File: config.mk
export PLATFORM = sky130hd
export DESIGN_NAME = id_issue_ctrl
export DESIGN_NICKNAME = d
export VERILOG_FILES = /design/src/rtl/id_issue_ctrl.sv
export SDC_FILE = /design/constraint.sdc
export NUM_CORES = 1
export LEC_CHECK = 0
export BUFFER_PORTS_ARGS = -buffer_cell sky130_fd_sc_hd__buf_2
export CAP_MARGIN = 25
export CORE_ASPECT_RATIO = 1.25
export CORE_UTILIZATION = 25
export CTS_CLUSTER_DIAMETER = 40
export DETAILED_ROUTE_END_ITERATION = 12
export REMOVE_ABC_BUFFERS = 1
export SKIP_CTS_REPAIR_TIMING = 1
export SYNTH_ARGS = -nofsm -noshare
export SYNTH_HDL_FRONTEND = slang
export SYNTH_SLANG_ARGS = --single-unit
File: constraint.sdc
create_clock -name clk -period 6.89 [get_ports clk]
set_input_delay 1.378 -clock clk [delete_from_list [all_inputs] [get_ports clk]]
set_output_delay 1.378 -clock clk [all_outputs]
set_load 0.02 [all_outputs]
File: src/rtl/id_issue_ctrl.sv
// id_issue_ctrl: issue gate between fetch and ID. Keeps a per-register scoreboard of
//   in-flight write-backs, stalls RAW/WAW hazards by issuing NOP_WORD bubbles, and
//   supports a drain handshake that quiesces issue until every pending write retires.
// Latency: one cycle, fetch -> id_instruction/id_valid registered on the accepting edge.
// Backpressure: if_ready is combinational; low on hazard, while draining, or when drained.
// Optional: define ISSUE_WB_BYPASS_EN to let a same-cycle write-back clear the hazard
//   (the ID register file must then write through).
// Ports: clk/rst (async active-low); if_valid/if_instruction/if_ready fetch side;
//   id_instruction/id_valid to ID; wb_en/wb_rD write-back retire; drain_req/drain_done
//   drain handshake; pending scoreboard (bit i = register i); stall_cnt saturating count.
module id_issue_ctrl #(
  parameter int          STALL_CNT_W = 16,
  parameter logic [0:31] NOP_WORD    = 32'hF0000000
) (
  input  logic                   clk,
  input  logic                   rst,
  input  logic                   if_valid,
  input  logic [0:31]            if_instruction,
  output logic                   if_ready,
  output logic [0:31]            id_instruction,
  output logic                   id_valid,
  input  logic                   wb_en,
  input  logic [0:4]             wb_rD,
  input  logic                   drain_req,
  output logic                   drain_done,
  output logic [0:31]            pending,
  output logic [0:STALL_CNT_W-1] stall_cnt
);

  typedef enum logic [1:0] {ST_RUN, ST_STALL, ST_DRAIN, ST_DONE} state_t;

  state_t                 state_q, state_d;
  logic [0:31]            id_instr_q, id_instr_d;
  logic                   id_valid_q, id_valid_d;
  logic [0:31]            pending_q, pending_d;
  logic [0:STALL_CNT_W-1] stall_cnt_q, stall_cnt_d;
  logic                   drain_done_q, drain_done_d;

  // Instruction fields (bit 0 is the MSB).
  logic [0:5] opcode;
  logic [0:4] rd, ra, rb;
  logic [0:3] func;
  assign opcode = if_instruction[0:5];
  assign rd     = if_instruction[6:10];
  assign ra     = if_instruction[11:15];
  assign rb     = if_instruction[16:20];
  assign func   = if_instruction[28:31];

  logic        uses_ra, uses_rb, writes_rd;
  logic [0:31] wb_clr, set_vec, chk_pend;
  logic        hazard, issue_ok, accept, stall_hit, can_issue;

  always_comb begin
    uses_ra   = (opcode == 6'b101010);
    uses_rb   = uses_ra && !(func inside {4'b1011, 4'b1101, 4'b1111});
    writes_rd = ((opcode == 6'b101010) || (opcode == 6'b100000)) && (rd != 5'd0);

    wb_clr = '0;
    if (wb_en && (wb_rD != 5'd0)) wb_clr[wb_rD] = 1'b1;

`ifdef ISSUE_WB_BYPASS_EN
    // A register retiring this cycle is already readable through the write-through RF.
    chk_pend = pending_q & ~wb_clr;
`else
    // Without bypass the retiring value is only visible one edge later.
    chk_pend = pending_q;
`endif

    hazard = (uses_ra && (ra != 5'd0) && chk_pend[ra])
          || (uses_rb && (rb != 5'd0) && chk_pend[rb])
          || (writes_rd && chk_pend[rd]);
  end

  // Ready is only raised when the instruction would really be taken this edge, so the
  // held instruction is accepted out of STALL and a drain request blocks acceptance.
  assign can_issue = (state_q == ST_RUN) || (state_q == ST_STALL);
  assign issue_ok  = can_issue && !drain_req && !hazard;
  assign accept    = if_valid && issue_ok;
  assign stall_hit = can_issue && !drain_req && if_valid && hazard;
  assign if_ready  = issue_ok;

  always_comb begin
    set_vec = '0;
    if (accept && writes_rd) set_vec[rd] = 1'b1;
    // Set is applied after clear so a spurious wb to a newly issued rd loses.
    pending_d = (pending_q & ~wb_clr) | set_vec;
  end

  always_comb begin
    state_d      = state_q;
    id_instr_d   = NOP_WORD;
    id_valid_d   = 1'b0;
    stall_cnt_d  = stall_cnt_q;
    drain_done_d = drain_done_q;
    case (state_q)
      ST_RUN, ST_STALL: begin
        if (drain_req) begin
          state_d = ST_DRAIN;
        end else if (accept) begin
          state_d    = ST_RUN;
          id_instr_d = if_instruction;
          id_valid_d = 1'b1;
        end else if (stall_hit) begin
          state_d = ST_STALL;
          if (stall_cnt_q != {STALL_CNT_W{1'b1}})
            stall_cnt_d = stall_cnt_q + {{(STALL_CNT_W-1){1'b0}}, 1'b1};
        end else begin
          state_d = ST_RUN;
        end
      end
      ST_DRAIN: begin
        if (pending_d == '0) begin
          state_d      = ST_DONE;
          drain_done_d = 1'b1;
        end
      end
      ST_DONE: begin
        if (!drain_req) begin
          state_d      = ST_RUN;
          drain_done_d = 1'b0;
        end
      end
      default: state_d = ST_RUN;
    endcase
  end

  always_ff @(posedge clk or negedge rst) begin
    if (!rst) begin
      state_q      <= ST_RUN;
      id_instr_q   <= NOP_WORD;
      id_valid_q   <= 1'b0;
      pending_q    <= '0;
      stall_cnt_q  <= '0;
      drain_done_q <= 1'b0;
    end else begin
      state_q      <= state_d;
      id_instr_q   <= id_instr_d;
      id_valid_q   <= id_valid_d;
      pending_q    <= pending_d;
      stall_cnt_q  <= stall_cnt_d;
      drain_done_q <= drain_done_d;
    end
  end

  assign id_instruction = id_instr_q;
  assign id_valid       = id_valid_q;
  assign pending        = pending_q;
  assign stall_cnt      = stall_cnt_q;
  assign drain_done     = drain_done_q;

endmodule

==> results of run 1 <==
==> layout by cell type (no fill, tap or decap), types with 6 or more instances in the layout <==
cell type,count
and2_1,30
and3_1,9
buf_2,123
clkbuf_16,9
dfrtp_1,80
mux2i_1,18
mux4_2,20
nand2_1,34
nand3_1,25
nand3b_1,8
nand4_1,15
nor2_1,19
nor3_1,6
o21ai_0,34
o31ai_1,16
o41ai_1,15
or3_1,6
xnor2_1,15
==> power groups by stage <==
stage | sequential [W] | clock, W | combinational, W
after detailed placement | 0.000531 | 0 | 0.000153
after floorplan | 0.000546 | 0 | 0.0000543
after global routing | 0.000523 | 0.000547 | 0.000165
final | 0.000522 | 0.000501 | 0.000153
after global placement | 0.000531 | 0 | 0.000148
after CTS | 0.000522 | 0.000523 | 0.000154
==> final timing paths <==
path                                           start                           to  cells past startpoint
hold reg to reg            stall_cnt[10]$_DFFE_PN0P_    stall_cnt[10]$_DFFE_PN0P_                      1
setup / recovery                  if_instruction[19]                     if_ready                      9
min in group asynchronous                        rst        pending[30]$_DFF_PN0_                      1
hold / removal             stall_cnt[10]$_DFFE_PN0P_    stall_cnt[10]$_DFFE_PN0P_                      1
max in group asynchronous                        rst  id_instruction[0]$_DFF_PN1_                      2
setup reg to reg               pending[15]$_DFF_PN0_         pending[7]$_DFF_PN0_                      7
==> worst max-delay path, cell delays in order <==
cell,delay (ps)
buf_2,350
mux4_2,560
mux2i_1,190
nor2b_1,70
o2111ai_1,270
o211ai_2,130
buf_4,230
nor3_1,150
buf_2,190
==> per-layer routing <==
layer  GRT usage  up-vias
li1            -     1794
met2       0.252      259
met4      0.0848        0
met1       0.204     2005
met3      0.0382       54
met5           0        -
==> layout make-up <==
class                      instances  area, um2
multi-input combinational        305       2250
clock buffer                      10        239
timing repair buffer             130        696
fill                            1829      11900
clock inverter                     6       71.3
tap                              224        280
sequential                        84       2110
==> registers in the layout (all words and copies together) (netlist names) <==
| name | flops |
|---|---|
| state_q | 2 |
| drain_done | 1 |
| id_valid | 1 |
| stall_cnt | 16 |
| pending | 32 |
| id_instruction | 32 |
==> cells by family after synthesis <==
family          Yosys count  share of synthesized area
fa+ha+maj                 1                    0.00277
simple gates            174                      0.209
flops                    84                      0.466
xor+xnor                 15                     0.0291
compound gates           75                      0.113
buf+inv                  33                     0.0346
mux                      40                      0.145
==> through the flow <==
step / hold slack (ps) / power [W] / cells / area [um2]
floorplan: 515 / 0.000600 / 389 / 4360
global placement: 477 / 0.000679 / 741 / 5290
detailed placement: 491 / 0.000684 / 743 / 5340
CTS: 504 / 0.00120 / 759 / 5650
global route: 524 / 0.00124 / 759 / 5650
finish: 498 / 0.00118 / 759 / 5650
==> impl_metrics.ini, run 1 <==
[synth]
synth_area_leader_cell = dfrtp_1
ys_top_cells_by_count = dfrtp_1 (80), nand2_1 (34), o21ai_0 (34)
yosys_most_used_dff = dfrtp_1
synth.most_common_cell = dfrtp_1
syn_avg_cell_area_um2 = 10.7
ys_types = 43
synth_top_area_frac = 0.443
synth-edff-count = 0
ys_warn_count = 0
synthTopCellsByArea = dfrtp_1 (44%), mux4_2 (10%), and2_1 (4.2%)
synthesis.instances = 422
seq_area_frac_synth = 0.466
synth_area_mm2 = 0.00452
synth_seq_cells = 84
async_reset_ff_frac = 1.00

[cts]
clock_latency_ps = 340
numCtsBuffers = 9
clock-sinks = 84
clkTransAtPathRegs_ps = 60
cts-htree-levels = 3
cts-root-buf = clkbuf_16
cts_tree = yes
cts.path.max_buffers = 2

[place]
port_buffers = 124
gp_congestion = 0.922
dpl.hpwl_mm = 10.7
dp_slack_ps = 1970

[pwr]
leakage_nw = 2.65
power_switching_w = 0.000320
swShare = 0.272
clkPwrFrac = 0.426
seq_power_share = 0.444
intPower_w = 0.000856
vdd_ir_drop_max_v = 0.000112
comb_power_share = 0.130
powerDensity_mw_per_mm2 = 208

[timing]
slew_viol_final = 0
tns_ps = 0
period_needed_ps = 4910
rsz0062_at_grt = false
tightest_slew_ps = 749
setup_viol = 0
finalWorstSetupSlack_ps = 1980
post-route-period-util = 0.712
maxSlewHeadroom = 0.499
skew_ps = 10.0
max_freq_mhz = 204
hold_viol_final = 0

[floorplanning]
ios = 125
dieArea_mm2 = 0.0186
rows = 54
die_h_um = 152
start_util = 0.257
die_x_um = 122
core_area_mm2 = 0.0176

[cells_and_area]
finish.utilization = 0.321
diodes = 0
drive_above_1_share = 0.331
syn_to_final_growth_pct = 25.0
nNetsFinal = 573

[route]
remaining_drc_errors = 0
vias_per_cell = 5.42
m1WireLength_mm = 6.01
drt_iter0_markers = 465
wl_met3_mm = 1.25
dr.max_layer_used = met4
postRouteAntennaNets = 0
vias = 4112
drt-total-wl_mm = 14.9
wl_per_cell_um = 19.6
wl_met2_mm = 7.12
drt-pass1-iter-count = 6

[job]
maxCapViolCount = 0

[critical_path]
end_kind = output pin
r2r_slack_ps = 3880
arrival_ps = 3530
required_ps = 5510
crit_path_start_kind = primary input
worstPathMaxFanout = 22
critPathKind = primary input to output pin

[global_routing]
grt_pass1_vias = 4024
grt-ovfl-total = 0
grt_usage = 0.161
grt_start_max_net_pins = 45
grt_pass1_wl_mm = 22.7
antenna_found_initial = 0

[min_path]
hold_class = register to register

[outcome]
status = complete, no violations
No activity file was read; power rests on OpenSTA's default activity.
==> inputs of run 2 (changes only) <==
==> constraint.sdc (replaced) <==
create_clock -name clk -period 5 [get_ports clk]
set_input_delay 1 -clock clk [delete_from_list [all_inputs] [get_ports clk]]
set_output_delay 1 -clock clk [all_outputs]
set_load 0.02 [all_outputs]
==> run 2 against run 1 <==
First-iteration DRC count is 22% lower. Power is 37% higher. Combinational power is 38% higher. Design area is 0.69% lower. Sequential power is 38% higher. Hold slack worse by 7.9 ps. Clock skew is 1.9 ps lower. Worst setup slack worse by 1000 ps. Via count is 1.0% higher. Routed wire length is 0.16% higher. Register-to-register slack worse by 1900 ps.
==> impl_metrics.ini, run 2 (synthesis results as in run 1) <==
[pwr]
leakage_nw = 2.64
power_switching_w = 0.000447
comb_power_share = 0.131
powerDensity_mw_per_mm2 = 287
swShare = 0.278
vdd_ir_drop_max_v = 0.000173
seq_power_share = 0.447
intPower_w = 0.00116
clkPwrFrac = 0.422

[critical_path]
arrival_ps = 3040
required_ps = 4000
critPathKind = primary input to output pin
crit_top_cell = buf_2
slowest_delay_ps = 560
critPathTopFamily = multiplexers
r2r_slack_ps = 2020
crit_path_start_kind = primary input
end_kind = output pin
slowest_stage = mux4_2
worstPathMaxFanout = 14
critPathBufInv = 2
crit_chain = buf_2 -> mux4_2 -> mux2i_1 -> nor2b_1 -> o2111ai_1 -> o211ai_2 -> nor3_1 -> buf_2

[timing]
max_freq_mhz = 247
slew_viol_final = 0
maxSlewHeadroom = 0.535
period_needed_ps = 4040
post-route-period-util = 0.809
skew_ps = 8.11
tns_ps = 0
setup_viol = 0
finalWorstSetupSlack_ps = 956
hold_viol_final = 0
tightest_slew_ps = 695
rsz0062_at_grt = false

[cts]
clock-sinks = 84
cts_tree = yes
cts-root-buf = clkbuf_16
cts-htree-levels = 3
numCtsBuffers = 9
cts.path.max_buffers = 2
clock_latency_ps = 340
clkTransAtPathRegs_ps = 70

[place]
dp_slack_ps = 934
port_buffers = 124
dpl.hpwl_mm = 10.8
gp_congestion = 0.902
dp_cells = 743

[global_routing]
grt_start_max_net_pins = 47
antenna_found_initial = 0
grt_pass1_vias = 4114
grt_pass1_wl_mm = 22.9
grt-ovfl-total = 0
grt_usage = 0.162

[route]
remaining_drc_errors = 0
vias = 4153
drt-pass1-iter-count = 5
drt-total-wl_mm = 14.9
vias_per_cell = 5.47
drt_iter0_markers = 365
wl_per_cell_um = 19.7
postRouteAntennaNets = 0

[floorplanning]
start_util = 0.257
dieArea_mm2 = 0.0186
rows = 54
die_x_um = 122
die_h_um = 152
core_area_mm2 = 0.0176
ios = 125

[cells_and_area]
fin_cells = 759
final_cell_mix = buf_2 (123), dfrtp_1 (80), nand2_1 (34), o21ai_0 (34), and2_1 (30)
syn_to_final_growth_pct = 24.2
drive_above_1_share = 0.331
final_common_cell = buf_2
multi_input_area_mm2 = 0.00225
diodes = 0
fill_cells = 1832
nNetsFinal = 573
seq_area_mm2 = 0.00211

[min_path]
hold_class = register to register

[job]
maxCapViolCount = 0

[outcome]
status = complete, no violations
## run 2: changes by cell type in the layout (fill, tap and decap cells not counted), sizes merged
cell	previous run	this run
clkbuf	10	9
clkinv	1	3
clkinvlp	2	1
## run 2: final cells by class
cell class	instances	area share
multi-input cells	305	0.402
clock inverters	7	0.0132
flip-flops and latches	84	0.376
clock buffers	9	0.0402
repair buffers	130	0.119
well taps	224	0.0500
## run 2: layer usage
metal / track usage / share of wire / vias up
li1: - / - / 1799
met1: 0.199 / 0.39 / 2009
met2: 0.254 / 0.47 / 283
met3: 0.0408 / 0.094 / 62
met4: 0.0935 / 0.047 / 0
met5: 0 / 0 / -
## run 2: path summary, 6_finish.rpt
path / start / to / cells past startpoint
min in group asynchronous: rst / pending[28]$_DFF_PN0_ / 1
min: stall_cnt[10]$_DFFE_PN0P_ / stall_cnt[10]$_DFFE_PN0P_ / 1
max reg2reg: pending[15]$_DFF_PN0_ / id_instruction[21]$_DFF_PN0_ / 9
min reg2reg: stall_cnt[10]$_DFFE_PN0P_ / stall_cnt[10]$_DFFE_PN0P_ / 1
max: if_instruction[19] / if_ready / 8
max in group asynchronous: rst / id_instruction[6]$_DFF_PN0_ / 2
## run 2: stage by stage
step | total power, W | util | hold WS (ps) | area, um2
final | 0.00161 | 0.319 | 490 | 5610
after global routing | 0.00167 | 0.319 | 528 | 5610
after CTS | 0.00163 | 0.319 | 501 | 5610
after detailed placement | 0.000943 | 0.302 | 488 | 5310
after global placement | 0.000940 | 0.302 | 478 | 5310
after floorplan | 0.000827 | - | 515 | 4360
## run 2: power by group through the flow
stage / Clock, W / Sequential (W) / Combinational [W]
after global routing: 0.000727 / 0.000720 / 0.000228
after CTS: 0.000699 / 0.000719 / 0.000212
after global placement: 0 / 0.000731 / 0.000209
after detailed placement: 0 / 0.000732 / 0.000212
final: 0.000679 / 0.000719 / 0.000211
after floorplan: 0 / 0.000752 / 0.0000749
